**src/rtl/fifo_pkg.sv**
```systemverilog
// Shared FIFO helpers: Gray/binary pointer conversion and output-stage state encodings.
package fifo_pkg;

  localparam int unsigned GRAY_W = 32;

  typedef enum logic [1:0] {
    S0 = 2'd0,
    S1 = 2'd1,
    S2 = 2'd2
  } stage_e;

  function automatic logic [GRAY_W-1:0] bin2gray(input logic [GRAY_W-1:0] b);
    return (b >> 1) ^ b;
  endfunction

  function automatic logic [GRAY_W-1:0] gray2bin(input logic [GRAY_W-1:0] g);
    logic [GRAY_W-1:0] b;
    b = g;
    for (int i = 1; i < GRAY_W; i++) b = b ^ (g >> i);
    return b;
  endfunction

endpackage

```
**src/rtl/rptr_empty.sv**
```systemverilog
// Read pointer (binary + Gray) and registered empty flag against the synchronized write pointer.
module rptr_empty
  import fifo_pkg::*;
#(
  parameter int unsigned ADDRSIZE = 9
) (
  input  logic                rclk,
  input  logic                rrst_n,
  input  logic                fetch,
  input  logic [ADDRSIZE:0]   rq2_wptr,
  output logic [ADDRSIZE:0]   rptr,
  output logic [ADDRSIZE-1:0] raddr,
  output logic                rempty
);

  localparam int unsigned PTR_W = ADDRSIZE + 1;

  logic [PTR_W-1:0] rbin;
  logic [PTR_W-1:0] rbinnext;
  logic [PTR_W-1:0] rgraynext;

  assign rbinnext  = rbin + PTR_W'(fetch);
  assign rgraynext = PTR_W'(bin2gray(GRAY_W'(rbinnext)));
  assign raddr     = rbin[ADDRSIZE-1:0];

  // Empty is judged on the post-fetch pointer so the last word sets rempty on its own edge.
  always_ff @(posedge rclk or negedge rrst_n) begin
    if (!rrst_n) begin
      rbin   <= '0;
      rptr   <= '0;
      rempty <= 1'b1;
    end else begin
      rbin   <= rbinnext;
      rptr   <= rgraynext;
      rempty <= (rgraynext == rq2_wptr);
    end
  end

endmodule

```
**src/rtl/fifo_rd_stream.sv**
```systemverilog
// FIFO read-side controller: pointer/empty tracking plus a 2-entry FWFT valid/ready output stage.
module fifo_rd_stream
  import fifo_pkg::*;
#(
  parameter int unsigned ADDRSIZE = 9,
  parameter int unsigned DATASIZE = 128
) (
  input  logic                rclk,
  input  logic                rrst_n,
  input  logic [ADDRSIZE:0]   rq2_wptr,
  output logic [ADDRSIZE:0]   rptr,
  output logic [ADDRSIZE-1:0] raddr,
  input  logic [DATASIZE-1:0] rdata,
  output logic                rempty,
  output logic [DATASIZE-1:0] m_data,
  output logic                m_valid,
  input  logic                m_ready
);

  stage_e              state;
  logic [DATASIZE-1:0] head;
  logic [DATASIZE-1:0] skid;
  logic                pop;
  logic                fetch;

  assign pop    = m_valid && m_ready;
  assign fetch  = !rempty && ((state != S2) || pop);
  assign m_data = head;

  rptr_empty #(
    .ADDRSIZE(ADDRSIZE)
  ) u_rptr_empty (
    .rclk    (rclk),
    .rrst_n  (rrst_n),
    .fetch   (fetch),
    .rq2_wptr(rq2_wptr),
    .rptr    (rptr),
    .raddr   (raddr),
    .rempty  (rempty)
  );

  // Output stage: head is what the consumer sees, skid absorbs one word of backpressure.
  always_ff @(posedge rclk or negedge rrst_n) begin
    if (!rrst_n) begin
      state   <= S0;
      head    <= '0;
      skid    <= '0;
      m_valid <= 1'b0;
    end else begin
      case (state)
        S0: begin
          if (fetch) begin
            head    <= rdata;
            state   <= S1;
            m_valid <= 1'b1;
          end
        end
        S1: begin
          if (fetch && !pop) begin
            skid  <= rdata;
            state <= S2;
          end else if (fetch && pop) begin
            head <= rdata;
          end else if (pop) begin
            state   <= S0;
            m_valid <= 1'b0;
          end
        end
        S2: begin
          if (pop && fetch) begin
            head <= skid;
            skid <= rdata;
          end else if (pop) begin
            head  <= skid;
            state <= S1;
          end
        end
        default: begin
          state   <= S0;
          m_valid <= 1'b0;
        end
      endcase
    end
  end

endmodule

```
**config.mk**
```make
export PLATFORM = sky130hd
export DESIGN_NAME = fifo_rd_stream
export DESIGN_NICKNAME = d
export VERILOG_FILES = /design/src/rtl/fifo_pkg.sv /design/src/rtl/rptr_empty.sv /design/src/rtl/fifo_rd_stream.sv
export SDC_FILE = /design/constraint.sdc
export NUM_CORES = 1
export LEC_CHECK = 0
export CORE_MARGIN = 5
export CORE_UTILIZATION = 35
export DETAILED_ROUTE_END_ITERATION = 6
export GPL_TIMING_DRIVEN = 0
export HOLD_SLACK_MARGIN = 0.15
export PLACE_DENSITY = 0.6
export SLEW_MARGIN = 15
export SYNTH_ARGS = -nofsm -noshare
export SYNTH_HDL_FRONTEND = slang
export SYNTH_SLANG_ARGS = --single-unit
```
**constraint.sdc**
```tcl
create_clock -name rclk -period 3.9 [get_ports rclk]
set_input_delay 0.585 -clock rclk [delete_from_list [all_inputs] [get_ports rclk]]
set_output_delay 0.585 -clock rclk [all_outputs]
set_load 0.05 [all_outputs]
```
---- Word-level counts from Yosys, hierarchy flattened ----
Cells that the tools add are included.
storage, ports and cells
  logic and storage cells ................. 60
  output and inout port bits .............. 149
  bits in registers ....................... 280
  input port bits ......................... 141
operators by class
  equality and inequality tests ........... 16
  bitwise gates (word level) .............. 2
  muxes and demuxes ....................... 20
  reduce and logical (&&, ||, !) cells .... 14
  add/sub/neg operators ................... 1
operator list
  cell                  number
  $mux W128             6
  $pmux W128 S3         1
  $pmux W128 S2         1
  $ne A2 B2 Y1 const B  10
  $reduce_and A5 Y1     3
  $mux W2               6
  $add A10 B1 Y10       1
  $eq A10 B10 Y1        1
  $xor A9 B10 Y10       1
  $ne A3 B3 Y1 const B  3
  $pmux W2 S3           1
  $logic_and A1 B1 Y1   4
  $mux W1               4
  $pmux W1 S3           1
  $reduce_and A3 Y1     1
  $reduce_bool A3 Y1    1
  $eq A2 B1 Y1 const B  1
  $eq A2 B2 Y1 const B  1
  $logic_not A1 Y1      2
  $logic_not A2 Y1      1
  $reduce_bool A2 Y1    1
  $logic_or A1 B1 Y1    1
  $not A1 Y1            1

---- Depth between registers and ports, before layout ----
  word-level depth ........................ 7
  mapped depth ............................ 14
  mapped depth without buffers ............ 10

---- By module ----
A second synthesis with hierarchy kept.
second synthesis, totals
  cell total of the unflattened synthesis .. 980
  area total of the unflattened synthesis .. 12226.7 sq um
modules (own cells, without submodules)
  module          area each (sq um)  instances  cells an instance  sequential area each (sq um)
  fifo_rd_stream  10887.9            1          849                6481.2
  rptr_empty      1338.8             1          131                501.7

---- Worst setup path after synthesis ----
No wires, ideal clock.
  kind .................................... reg-to-reg
  start ................................... register state[1]
  end ..................................... register u_rptr_empty.rempty
  arrival ................................. 3289 ps
  stages on the path, launching flop included .. 15
  clock period less this slack ............ 3385 ps
  path buffers ............................ 4
  setup slack ............................. 515 ps
  data required time ...................... 3804 ps
  library setup time ...................... 96 ps
  cell sequence ........................... dfrtp_1 -> nor2b_1 -> clkbuf_1 -> clkbuf_1 -> clkbuf_1 -> a21oi_1 -> ha_1 -> ha_1 -> buf_4 -> xor2_1 -> xor2_1 -> xnor2_1 -> o311ai_1 -> or4b_1 -> nor4_1
between the ends
  longest elaborated chain between the ends .. 6
RTL lines
  what                           RTL line              source
  from (decl)                    fifo_rd_stream.sv:20  stage_e state;
  from (signal assigned)         fifo_rd_stream.sv:45  state <= S0;
  from (signal assigned)         fifo_rd_stream.sv:54  state <= S1;
  from (signal assigned)         fifo_rd_stream.sv:61  state <= S2;
  $ne A2 B2 Y1                   fifo_rd_stream.sv:27  assign fetch = !rempty && ((state != S2) || pop);
  $logic_or A1 B1 Y1             fifo_rd_stream.sv:27
  $logic_and A1 B1 Y1            fifo_rd_stream.sv:27
  $add A10 B1 Y10                rptr_empty.sv:22      assign rbinnext = rbin + PTR_W'(fetch);
  via u_rptr_empty.rbinnext[2]   rptr_empty.sv:19      logic [PTR_W-1:0] rbinnext;
  $xor A9 B10 Y10                fifo_pkg.sv:13        return (b >> 1) ^ b;
  via u_rptr_empty.rgraynext[1]  rptr_empty.sv:20      logic [PTR_W-1:0] rgraynext;
  $eq A10 B10 Y1                 rptr_empty.sv:35      rempty <= (rgraynext == rq2_wptr);
  to (signal assigned)           rptr_empty.sv:35
  to (decl)                      rptr_empty.sv:13      output logic rempty
The timed path passes the listed nets, and every way through them passes these cells.
A chain may end at the register's enable or synchronous reset.

---- Worst setup path in the final report ----
Same ends and word-level chain as after synthesis.

==> out/results.ini <==
[run_status]
run_status=complete, no violations

[power]
ir_drop_v=0.000585
p_leak_nw=6.85
powerDensity_nw_per_um2=1080

[floorplan]
core_um2=33400
die-width_um=193
ios=290
die_area_um2=37300
start_util_pct=35.2
die_h_um=193
rows=67

[route]
ant_nets=0
vias=9237
drtIter0Drc=447
drt_pass1_iterations=5
wl_per_cell_um=17.9
route.detailed.drc=0
viasPerCell=4.87
routed_wl_um=34000

[logic_synthesis]
avgSynthCellArea_um2=10.7
synth_nets=1239
synthArstFlopShare_pct=100
yosysTopAreaCellShare_pct=59.3
synth.most_common_cell=dfrtp_1
synth_commonest_cells=dfrtp_1, nand2_1, nor2_1
synthTopCellsByArea=dfrtp_1, mux2_2, nand2_1, a31oi_1, nor2_1
synth_seq_area_share_pct=59.5
syn_inst=1096
yosysTopAreaCell=dfrtp_1
synth_seq_cells=279
yosys_warnings=0
synth_flop_cell=dfrtp_1
ys_types=41
synthesis.area_um2=11700
synth_edf_count=0

[cells_and_area]
layout-drive-gt1-share_pct=14.9
areaGrowthSynthToFinish_pct=39.6
fill_cells=3102
postLayoutCoreUtil_pct=49.1
finalNetCount=1563

[clock_network]
cts_buffer_depth=3
cts_tree=done
clock_latency_ns=0.55
clkTransAtPathRegs_ns=0.06
cts_htree_levels=1
cts_buffers=30
clock_sinks=279
ctsRootBufferMaster=clkbuf_16

[sta]
tightestPinTransition_ns=0.995
hold_viol=0
slew_violations=0
post-route-period-util_pct=92.3
fmax_mhz=278
final.setup.worst_slack_ns=0.300
skew_ns=0.0147
hold-worst-slack_ns=0.477
period_needed_ns=3.60
setup_violations=0
rsz0062_at_grt=false
slew_headroom_pct=33.7

[setup_path]
crit_required_ns=4.34
slowest_delay_ns=0.52
cp-start-kind=flop
worstSetupPathType=flop to flop
cp_cell_sequence=nor2b_1 > clkbuf_1 > buf_6 > a21oi_1 > ha_1 > ha_1 > buf_4 > xor2_1 > xor2_1 > xnor2_1 > o311ai_1 > or4b_1 > nor4_1
slowest_stage=or4b_1
arrival_ns=4.04
crit_fanout=19
cp-end-kind=flop

[placed_design]
globalplace.congestion=0.790
place_hpwl_um=23800
place_ws_ns=-0.763
port-buffer-count=289

[flow_run]
timing.max_cap.violations=0

[grt]
grt_overflow=0
grt_pass1_vias=9360
grt_antenna_before_repair=6
grt_max_degree=101
grt_use_total_pct=17.7
grt_pass1_wl_um=52600

[min_path]
hp-class=input pin to asynchronous set/reset pin

## state kept, by name, indices dropped and copies added, names as in the netlist
register             count
m_data                 128
skid                   128
u_rptr_empty.rbin       10
u_rptr_empty.rptr        9
state                    2
m_valid                  1
u_rptr_empty.rempty      1
## worst max-delay path, delay by kind of cell (launching register included)
kind	cells	cell delay [ns]
xor+xnor	3	0.62
buf+inv	3	0.70
simple gates	3	1.02
compound gates	2	0.27
flops	1	0.42
fa+ha+maj	2	0.45
## through the flow
stage	instances	total power, W	instance area (µm²)	setup TNS [ns]
2_1_floorplan	1096	0.0115	11700	0
3_3_place_gp	1833	0.0146	15200	-2868.49
3_5_place_dp	1836	0.0148	15300	-0.877
4_1_cts	1892	0.0179	16400	0
5_1_grt	1894	0.0188	16400	0
6_report	1895	0.0177	16400	0
## where the power goes
part | leakage, nW | internal, W | switching (W) | total [W]
sequential | 3.21 | 0.00443 | 0.000760 | 0.00519
combinational | 3.10 | 0.00344 | 0.00597 | 0.00941
clock | 0.540 | 0.00188 | 0.00120 | 0.00307
## final timing paths
| kind | start | to | slack [ns] | cells past startpoint |
|---|---|---|---|---|
| worst max-delay path | state[1] | u_rptr_empty.rempty | 0.30 | 13 |
| min in group rclk | skid[90] | skid[90] | 0.50 | 1 |
| worst max register to register | state[1] | u_rptr_empty.rempty | 0.30 | 13 |
| worst min register to register | skid[90] | skid[90] | 0.50 | 1 |
| worst min-delay path | rrst_n | m_data[69] | 0.48 | 2 |
| max in group asynchronous | rrst_n | m_data[17] | 2.22 | 4 |
## cell families (layout without fill, tap and decap cells)
group | Yosys count | in the layout | share of synthesized area, %
AO/OA/AOI/OAI | 144 | 144 | 7.85
XOR/XNOR | 34 | 34 | 2.72
adder cells (fa/ha/maj) | 2 | 2 | 0.213
buffers and inverters | 83 | 431 | 3.05
flip-flops | 279 | 279 | 59.5
multiplexers | 132 | 132 | 12.6
other | 0 | 3 | 0
AND/OR/NAND/NOR | 422 | 422 | 14.0
## cell type report
cell class              count  area [µm²]  area share (%)
flip-flops and latches    279        6980            42.6
multi-input cells         734        4400            26.8
repair buffers            293        2990            18.2
clock buffers              41         903            5.51
well taps                 448         561            3.42
plain buffers              76         339            2.07
clock inverters            15         180            1.10
inverters                   6        22.5           0.137
diodes                      3        7.51          0.0458
## cells in the final DEF, fill, tap and decap left out, types with 3 or more instances in the layout
master	instances
clkdlybuf4s50_1	288
dfrtp_1	278
nand2_1	269
nor2_1	132
mux2_2	130
a31oi_1	128
clkbuf_1	54
clkbuf_16	31
xnor2_1	18
xor2_1	14
buf_2	12
clkbuf_8	9
clkinv_2	9
inv_1	6
a21oi_1	5
buf_6	4
nor3_1	4
nand3_1	4
buf_1	4
bufinv_16	4
diode_2	3
buf_16	3
## routing by layer
| layer | GRT usage [%] | vias up | share of wire (%) |
|---|---|---|---|
| li1 | - | 4370 | - |
| met1 | 23.2 | 4559 | 42 |
| met2 | 28.7 | 245 | 47 |
| met3 | 5.73 | 55 | 8.4 |
| met4 | 4.38 | 8 | 2.1 |
| met5 | 0 | - | 0.16 |
## timing repair
action | CTS | global route
buffers inserted | 0 | 0
pin swaps | 0 | 0
endpoints found under the hold margin | 28 | 0
resized for setup | 2 | 2
endpoints found under the setup margin | 4 | 1
hold buffers | 1 | 0
(Power assumes the default switching activity.)
